[src/rtl/ps2_pkg.sv]
// ps2_pkg -- constants and types shared by the PS/2 receive path and the
// downstream key decoder.
//   PS2_BRK        : break (key release) prefix code
//   PS2_EXT        : extended-key prefix code
//   ps2_state_e    : receiver FSM state encoding
//   odd_parity_ok  : checks odd parity over 8 data bits plus parity bit
package ps2_pkg;

  localparam logic [7:0] PS2_BRK = 8'hF0;
  localparam logic [7:0] PS2_EXT = 8'hE0;

  typedef enum logic [1:0] {
    ST_IDLE = 2'd0,
    ST_DPS  = 2'd1,
    ST_LOAD = 2'd2
  } ps2_state_e;

  // PS/2 uses odd parity: data bits plus parity bit must hold an odd number of ones.
  function automatic logic odd_parity_ok(input logic [8:0] bits);
    return ^bits;
  endfunction

endpackage

[src/rtl/ps2_filter.sv]
// ps2_filter -- conditions the raw PS/2 pins for the receiver.
//   clk       in  : system clock
//   reset     in  : asynchronous active-low reset
//   ps2c      in  : raw PS/2 clock pin (asynchronous)
//   ps2d      in  : raw PS/2 data pin (asynchronous)
//   ps2d_sync out : 2-flop synchronized data
//   fall_edge out : one-cycle pulse when the filtered PS/2 clock falls
module ps2_filter
  import ps2_pkg::*;
(
  input  logic clk,
  input  logic reset,
  input  logic ps2c,
  input  logic ps2d,
  output logic ps2d_sync,
  output logic fall_edge
);

  logic       ps2c_meta_r;
  logic       ps2c_sync_r;
  logic       ps2d_meta_r;
  logic       ps2d_sync_r;
  logic [7:0] filt_sh_r;
  logic       filt_r;
  logic       fall_edge_r;
  logic [7:0] filt_sh_next_s;
  logic       filt_next_s;

  // Filter decision: change level only once eight consecutive samples agree.
  // Deciding on the next shift value keeps the all-zero reset contents of the
  // shift register from ever producing a spurious low level.
  always_comb begin
    filt_sh_next_s = {ps2c_sync_r, filt_sh_r[7:1]};
    filt_next_s    = filt_r;
    if (filt_sh_next_s == 8'hFF) begin
      filt_next_s = 1'b1;
    end else if (filt_sh_next_s == 8'h00) begin
      filt_next_s = 1'b0;
    end else begin
      filt_next_s = filt_r;
    end
  end

  // Synchronizers, glitch filter and falling-edge pulse register.
  always_ff @(posedge clk or negedge reset) begin
    if (!reset) begin
      ps2c_meta_r <= 1'b1;
      ps2c_sync_r <= 1'b1;
      ps2d_meta_r <= 1'b1;
      ps2d_sync_r <= 1'b1;
      filt_sh_r   <= 8'h00;
      filt_r      <= 1'b1;
      fall_edge_r <= 1'b0;
    end else begin
      ps2c_meta_r <= ps2c;
      ps2c_sync_r <= ps2c_meta_r;
      ps2d_meta_r <= ps2d;
      ps2d_sync_r <= ps2d_meta_r;
      filt_sh_r   <= filt_sh_next_s;
      filt_r      <= filt_next_s;
      fall_edge_r <= filt_r & ~filt_next_s;
    end
  end

  assign ps2d_sync = ps2d_sync_r;
  assign fall_edge = fall_edge_r;

endmodule

[src/rtl/ps2_rx_flag.sv]
// ps2_rx_flag -- PS/2 keyboard frame receiver with break-code tracking.
//   clk          in  : system clock
//   reset        in  : asynchronous active-low reset
//   ps2c, ps2d   in  : raw PS/2 clock / data pins
//   rx_en        in  : enables reception of a new frame (looked at in IDLE only)
//   dout         out : last valid scan code (F0 prefixes are not stored)
//   rx_done_tick out : one-cycle pulse when dout is updated
//   flag         out : with rx_done_tick, marks a code that followed an F0 prefix
//   err_tick     out : one-cycle pulse on parity, stop-bit or timeout error
module ps2_rx_flag
  import ps2_pkg::*;
#(
  parameter int TIMEOUT_CYCLES = 100000
) (
  input  logic       clk,
  input  logic       reset,
  input  logic       ps2c,
  input  logic       ps2d,
  input  logic       rx_en,
  output logic [7:0] dout,
  output logic       rx_done_tick,
  output logic       flag,
  output logic       err_tick
);

  localparam int WD_W = (TIMEOUT_CYCLES > 1) ? $clog2(TIMEOUT_CYCLES) : 1;

  logic ps2d_sync_s;
  logic fall_edge_s;

  ps2_state_e  state_r,  state_next_s;
  logic [3:0]  cnt_r,    cnt_next_s;
  logic [10:0] frame_r,  frame_next_s;
  logic [WD_W-1:0] wdog_r, wdog_next_s;
  logic [7:0]  dout_r,   dout_next_s;
  logic        done_r,   done_next_s;
  logic        flag_r,   flag_next_s;
  logic        err_r,    err_next_s;
  logic        brk_r,    brk_next_s;
  logic [7:0]  byte_s;
  logic        valid_s;

  ps2_filter u_filter (
    .clk       (clk),
    .reset     (reset),
    .ps2c      (ps2c),
    .ps2d      (ps2d),
    .ps2d_sync (ps2d_sync_s),
    .fall_edge (fall_edge_s)
  );

  // Next-state, frame assembly, watchdog and break-prefix decoding.
  always_comb begin
    state_next_s = state_r;
    cnt_next_s   = cnt_r;
    frame_next_s = frame_r;
    wdog_next_s  = wdog_r;
    dout_next_s  = dout_r;
    done_next_s  = 1'b0;
    flag_next_s  = 1'b0;
    err_next_s   = 1'b0;
    brk_next_s   = brk_r;
    // Frame layout after 11 shifts: {stop, parity, d7..d0, start}.
    byte_s       = frame_r[8:1];
    valid_s      = odd_parity_ok(frame_r[9:1]) & frame_r[10];
    case (state_r)
      ST_IDLE: begin
        wdog_next_s = '0;
        if (fall_edge_s && rx_en && !ps2d_sync_s) begin
          frame_next_s = {ps2d_sync_s, frame_r[10:1]};
          cnt_next_s   = 4'd9;
          state_next_s = ST_DPS;
        end else begin
          state_next_s = ST_IDLE;
        end
      end
      ST_DPS: begin
        if (fall_edge_s) begin
          frame_next_s = {ps2d_sync_s, frame_r[10:1]};
          wdog_next_s  = '0;
          if (cnt_r == 4'd0) begin
            state_next_s = ST_LOAD;
          end else begin
            cnt_next_s = cnt_r - 4'd1;
          end
        end else if (wdog_r == WD_W'(TIMEOUT_CYCLES - 1)) begin
          // Keyboard stopped clocking mid-frame: abandon it.
          state_next_s = ST_IDLE;
          wdog_next_s  = '0;
          err_next_s   = 1'b1;
          brk_next_s   = 1'b0;
        end else begin
          wdog_next_s = wdog_r + WD_W'(1);
        end
      end
      ST_LOAD: begin
        state_next_s = ST_IDLE;
        if (!valid_s) begin
          err_next_s = 1'b1;
          brk_next_s = 1'b0;
        end else if (byte_s == PS2_BRK) begin
          brk_next_s = 1'b1;
        end else if (byte_s == PS2_EXT) begin
          // E0 is reported but leaves a pending break for the code after it.
          dout_next_s = byte_s;
          done_next_s = 1'b1;
        end else begin
          dout_next_s = byte_s;
          done_next_s = 1'b1;
          flag_next_s = brk_r;
          brk_next_s  = 1'b0;
        end
      end
      default: begin
        state_next_s = ST_IDLE;
      end
    endcase
  end

  // State and registered-output update.
  always_ff @(posedge clk or negedge reset) begin
    if (!reset) begin
      state_r <= ST_IDLE;
      cnt_r   <= 4'd0;
      frame_r <= 11'd0;
      wdog_r  <= '0;
      dout_r  <= 8'h00;
      done_r  <= 1'b0;
      flag_r  <= 1'b0;
      err_r   <= 1'b0;
      brk_r   <= 1'b0;
    end else begin
      state_r <= state_next_s;
      cnt_r   <= cnt_next_s;
      frame_r <= frame_next_s;
      wdog_r  <= wdog_next_s;
      dout_r  <= dout_next_s;
      done_r  <= done_next_s;
      flag_r  <= flag_next_s;
      err_r   <= err_next_s;
      brk_r   <= brk_next_s;
    end
  end

  assign dout         = dout_r;
  assign rx_done_tick = done_r;
  assign flag         = flag_r;
  assign err_tick     = err_r;

endmodule

[config.mk]
export PLATFORM = sky130hd
export DESIGN_NAME = ps2_rx_flag
export DESIGN_NICKNAME = d
export VERILOG_FILES = /design/src/rtl/ps2_pkg.sv /design/src/rtl/ps2_filter.sv /design/src/rtl/ps2_rx_flag.sv
export SDC_FILE = /design/constraint.sdc
export NUM_CORES = 1
export LEC_CHECK = 0
export ABC_AREA = 1
export CAP_MARGIN = 5
export CORE_ASPECT_RATIO = 0.7
export CORE_UTILIZATION = 61
export CTS_BUF_LIST = sky130_fd_sc_hd__clkbuf_8
export DETAILED_ROUTE_END_ITERATION = 10
export PLACE_DENSITY = 0.93
export SETUP_SLACK_MARGIN = 0.02
export SLEW_MARGIN = 20
export SYNTH_ARGS = -nofsm -noshare
export SYNTH_HDL_FRONTEND = slang
export SYNTH_SLANG_ARGS = --single-unit
[constraint.sdc]
create_clock -name clk -period 2.1 [get_ports clk]
set_input_delay 0.315 -clock clk [delete_from_list [all_inputs] [get_ports clk]]
set_output_delay 0.315 -clock clk [all_outputs]
set_load 0.02 [all_outputs]
==> impl_metrics.json <==
{
  "grt_max_degree": 36,
  "setup_tns_ps": 0,
  "drive_gt1_share_pct": 13.35,
  "netlist_area_um2": 2776,
  "antenna_cells": 0,
  "root_buffer": "clkbuf_8",
  "grt_pass1_vias": 1995,
  "ant_nets": 0,
  "finClkSkew_ps": 7.611,
  "r2r-start": "frame_r[4]",
  "syn_inst": 318,
  "comb_power_share_pct": 2.5,
  "rows": 20,
  "crit_fanout": 18,
  "ys_types": 35,
  "post-synth-top-area-cell": "dfrtp_1",
  "routedWlPerCell_um": 13.15,
  "cap_viol_max_count": 0,
  "first_iter_violations": 145,
  "synth_warnings": 0,
  "post-route-period-util_pct": 87.09,
  "setup_viol": 0,
  "reg2reg_to": "dout[0]",
  "cts_buffers": 9,
  "cts_num_sinks": 58,
  "cp_slowest_cell": "dfrtp_1",
  "die_height_um": 58.45,
  "grt_pass1_wl_um": 8880,
  "cts_setup_buffers": 0,
  "syn2layout_area_growth_pct": 17.44,
  "status": "finished clean",
  "ff2ff_path_depth": 10,
  "start_util_pct": 63.76,
  "crit_family": "simple AND/OR/NAND/NOR gates",
  "synthTopCellsByArea": "dfrtp_1, nand2_1, inv_1",
  "hold_depth": 0,
  "hold_start": "u_filter.ps2d_meta_r",
  "tightest_slew_ps": 549.4,
  "dpl.cell_count": 390,
  "p_clk_share_pct": 50.3,
  "drv_slew": 0,
  "max-vdd-ir-drop_mv": 0.5560,
  "max_freq_mhz": 546.8,
  "crit_path_end_kind": "flip-flop",
  "synth_top_cell_area_share_pct": 47.77,
  "drc": 0,
  "syn_area_per_cell_um2": 8.731,
  "path_clk_slew_ps": 70,
  "preCtsSetupSlack_ps": 316.3,
  "core-area_um2": 4354,
  "cp.arrival_ps": 2060,
  "routed_via_density": 5.378,
  "globalplace.congestion": 0.8777,
  "crit_required_ps": 2330,
  "ioPinCount": 16,
  "pwr-share-seq_pct": 47.2,
  "die_area_um2": 4830,
  "vias": 2189,
  "ff2ff_setup_slack_ps": 270,
  "ys_seq_elements": 58,
  "crit_top_cell": "nand2_1",
  "internal_power_mw": 1.934,
  "fin_ws_ps": 271.2,
  "die_width_um": 82.64,
  "layout_commonest_cell": "nand2_1",
  "cts_htree_levels": 3,
  "p_sw_mw": 0.4929,
  "firstDrtPassIters": 4,
  "cp.buffers_inverters": 2,
  "grtUsageTotal_pct": 26.03,
  "yosysSeqAreaShare_pct": 52.50,
  "fin_crit_ps": 1829,
  "min_path_type": "reg2reg",
  "io_buffers": 15,
  "finish.utilization_pct": 74.89,
  "holdBufCountCts": 1,
  "min_to": "u_filter.ps2d_sync",
  "crit_path_max_incr_delay_ps": 390,
  "relSlewSlack_pct": 63.37,
  "multi_input_area_um2": 1114,
  "cts_max_path_buffers": 2,
  "finish.net_count": 362,
  "cts_tree": "done",
  "crit_type": "reg2reg",
  "p_leak_nw": 1.485,
  "antenna_found_initial": 0,
  "dp_hpwl_um": 3707,
  "overflow": 0,
  "synth_nets": 333,
  "fill_cells": 316,
  "switching_share_pct": 20.31,
  "power_density_nw_per_um2": 744.2,
  "crit_chain": "inv_1 -> ha_1 -> xor2_1 -> nand3_1 -> nand2_1 -> nor2_2 -> nand3_2 -> buf_4 -> nand2_1 -> o21ai_2",
  "whs_ps": 357.0,
  "rsz0062_at_grt": "no",
  "finalHoldViolCount": 0,
  "final_cell_mix": "nand2_1, dfrtp_1, inv_1",
  "cts_resized": 0,
  "startpoint_type": "flip-flop",
  "fin_cells": 407,
  "clk_latency_ps": 350,
  "wirelength_um": 5351,
  "seqCellArea_um2": 1458
}
==> worst max path at each step <==
| stage | end | slack, ps | cells after the start | start |
|---|---|---|---|---|
| 3_3_place_gp | dout[4] | 390 | 9 | frame_r[4] |
| 5_1_grt | dout[0] | 110 | 9 | frame_r[4] |
| 2_1_floorplan | dout[0] | 480 | 11 | frame_r[7] |
| 4_1_cts | dout[3] | 280 | 10 | frame_r[4] |
| 6_report | dout[0] | 270 | 10 | frame_r[4] |
| 3_5_place_dp | dout[3] | 320 | 12 | frame_r[7] |
==> layout make-up <==
cell class / instances / area share (%)
flip-flops and latches: 58 / 44.70
well taps: 55 / 2.111
clock inverters: 7 / 3.338
multi-input cells: 209 / 34.15
inverters: 48 / 5.602
clock buffers: 9 / 3.799
repair buffers: 21 / 6.293
==> cells by family (layout without fill, tap and decap cells) <==
family / after synthesis / count (layout) / synth area share [%]
compound gates: 47 / 47 / 9.915
xor+xnor: 3 / 3 / 0.9465
fa+ha+maj: 10 / 10 / 4.507
buf+inv: 51 / 85 / 7.391
flops: 58 / 58 / 52.50
simple gates: 149 / 149 / 24.74
==> registers in the layout, indices dropped and copies added, names as in the netlist, 2 cells and up <==
name / flops
frame_r: 10
wdog_r: 17
u_filter.filt_sh_r: 7
cnt_r: 4
state_r: 2
dout: 8
==> cell usage after synthesis (all sizes together) <==
master and n:
dfstp 5, buf 2, xnor2 1, or3 1, a31oi 2, inv 48
nand4 5, nand3b 1, clkbuf 1, xor2 2, and3 1, or2 1
a21oi 8, nor3b 1, nor3 12, o21bai 1, nor4 2, nand2 70
dfrtp 53, o21ai 33, nor2 31, o22ai 2, nand3 24, ha 10
a21boi 1
==> routing by layer <==
layer  GRT usage, %  part of all wire [%]
met5              0                     0
met4          10.84                   1.6
met3          10.85                   7.4
met2          39.79                    46
met1          32.89                    45
==> metrics by stage <==
step	total power, mW	cell area, um2
4_1_cts	2.442	3261
3_3_place_gp	1.223	3018
5_1_grt	2.501	3261
6_report	2.426	3261
3_5_place_dp	1.226	3018
2_1_floorplan	1.186	2776
==> power groups by stage <==
stage          combinational (mW)  clock, mW  sequential, mW
2_1_floorplan              0.0224          0            1.16
3_3_place_gp               0.0585          0            1.16
3_5_place_dp               0.0607          0            1.17
4_1_cts                    0.0624       1.23            1.15
5_1_grt                    0.0705       1.28            1.15
6_report                   0.0607       1.22            1.15
(Power assumes the default switching activity.)
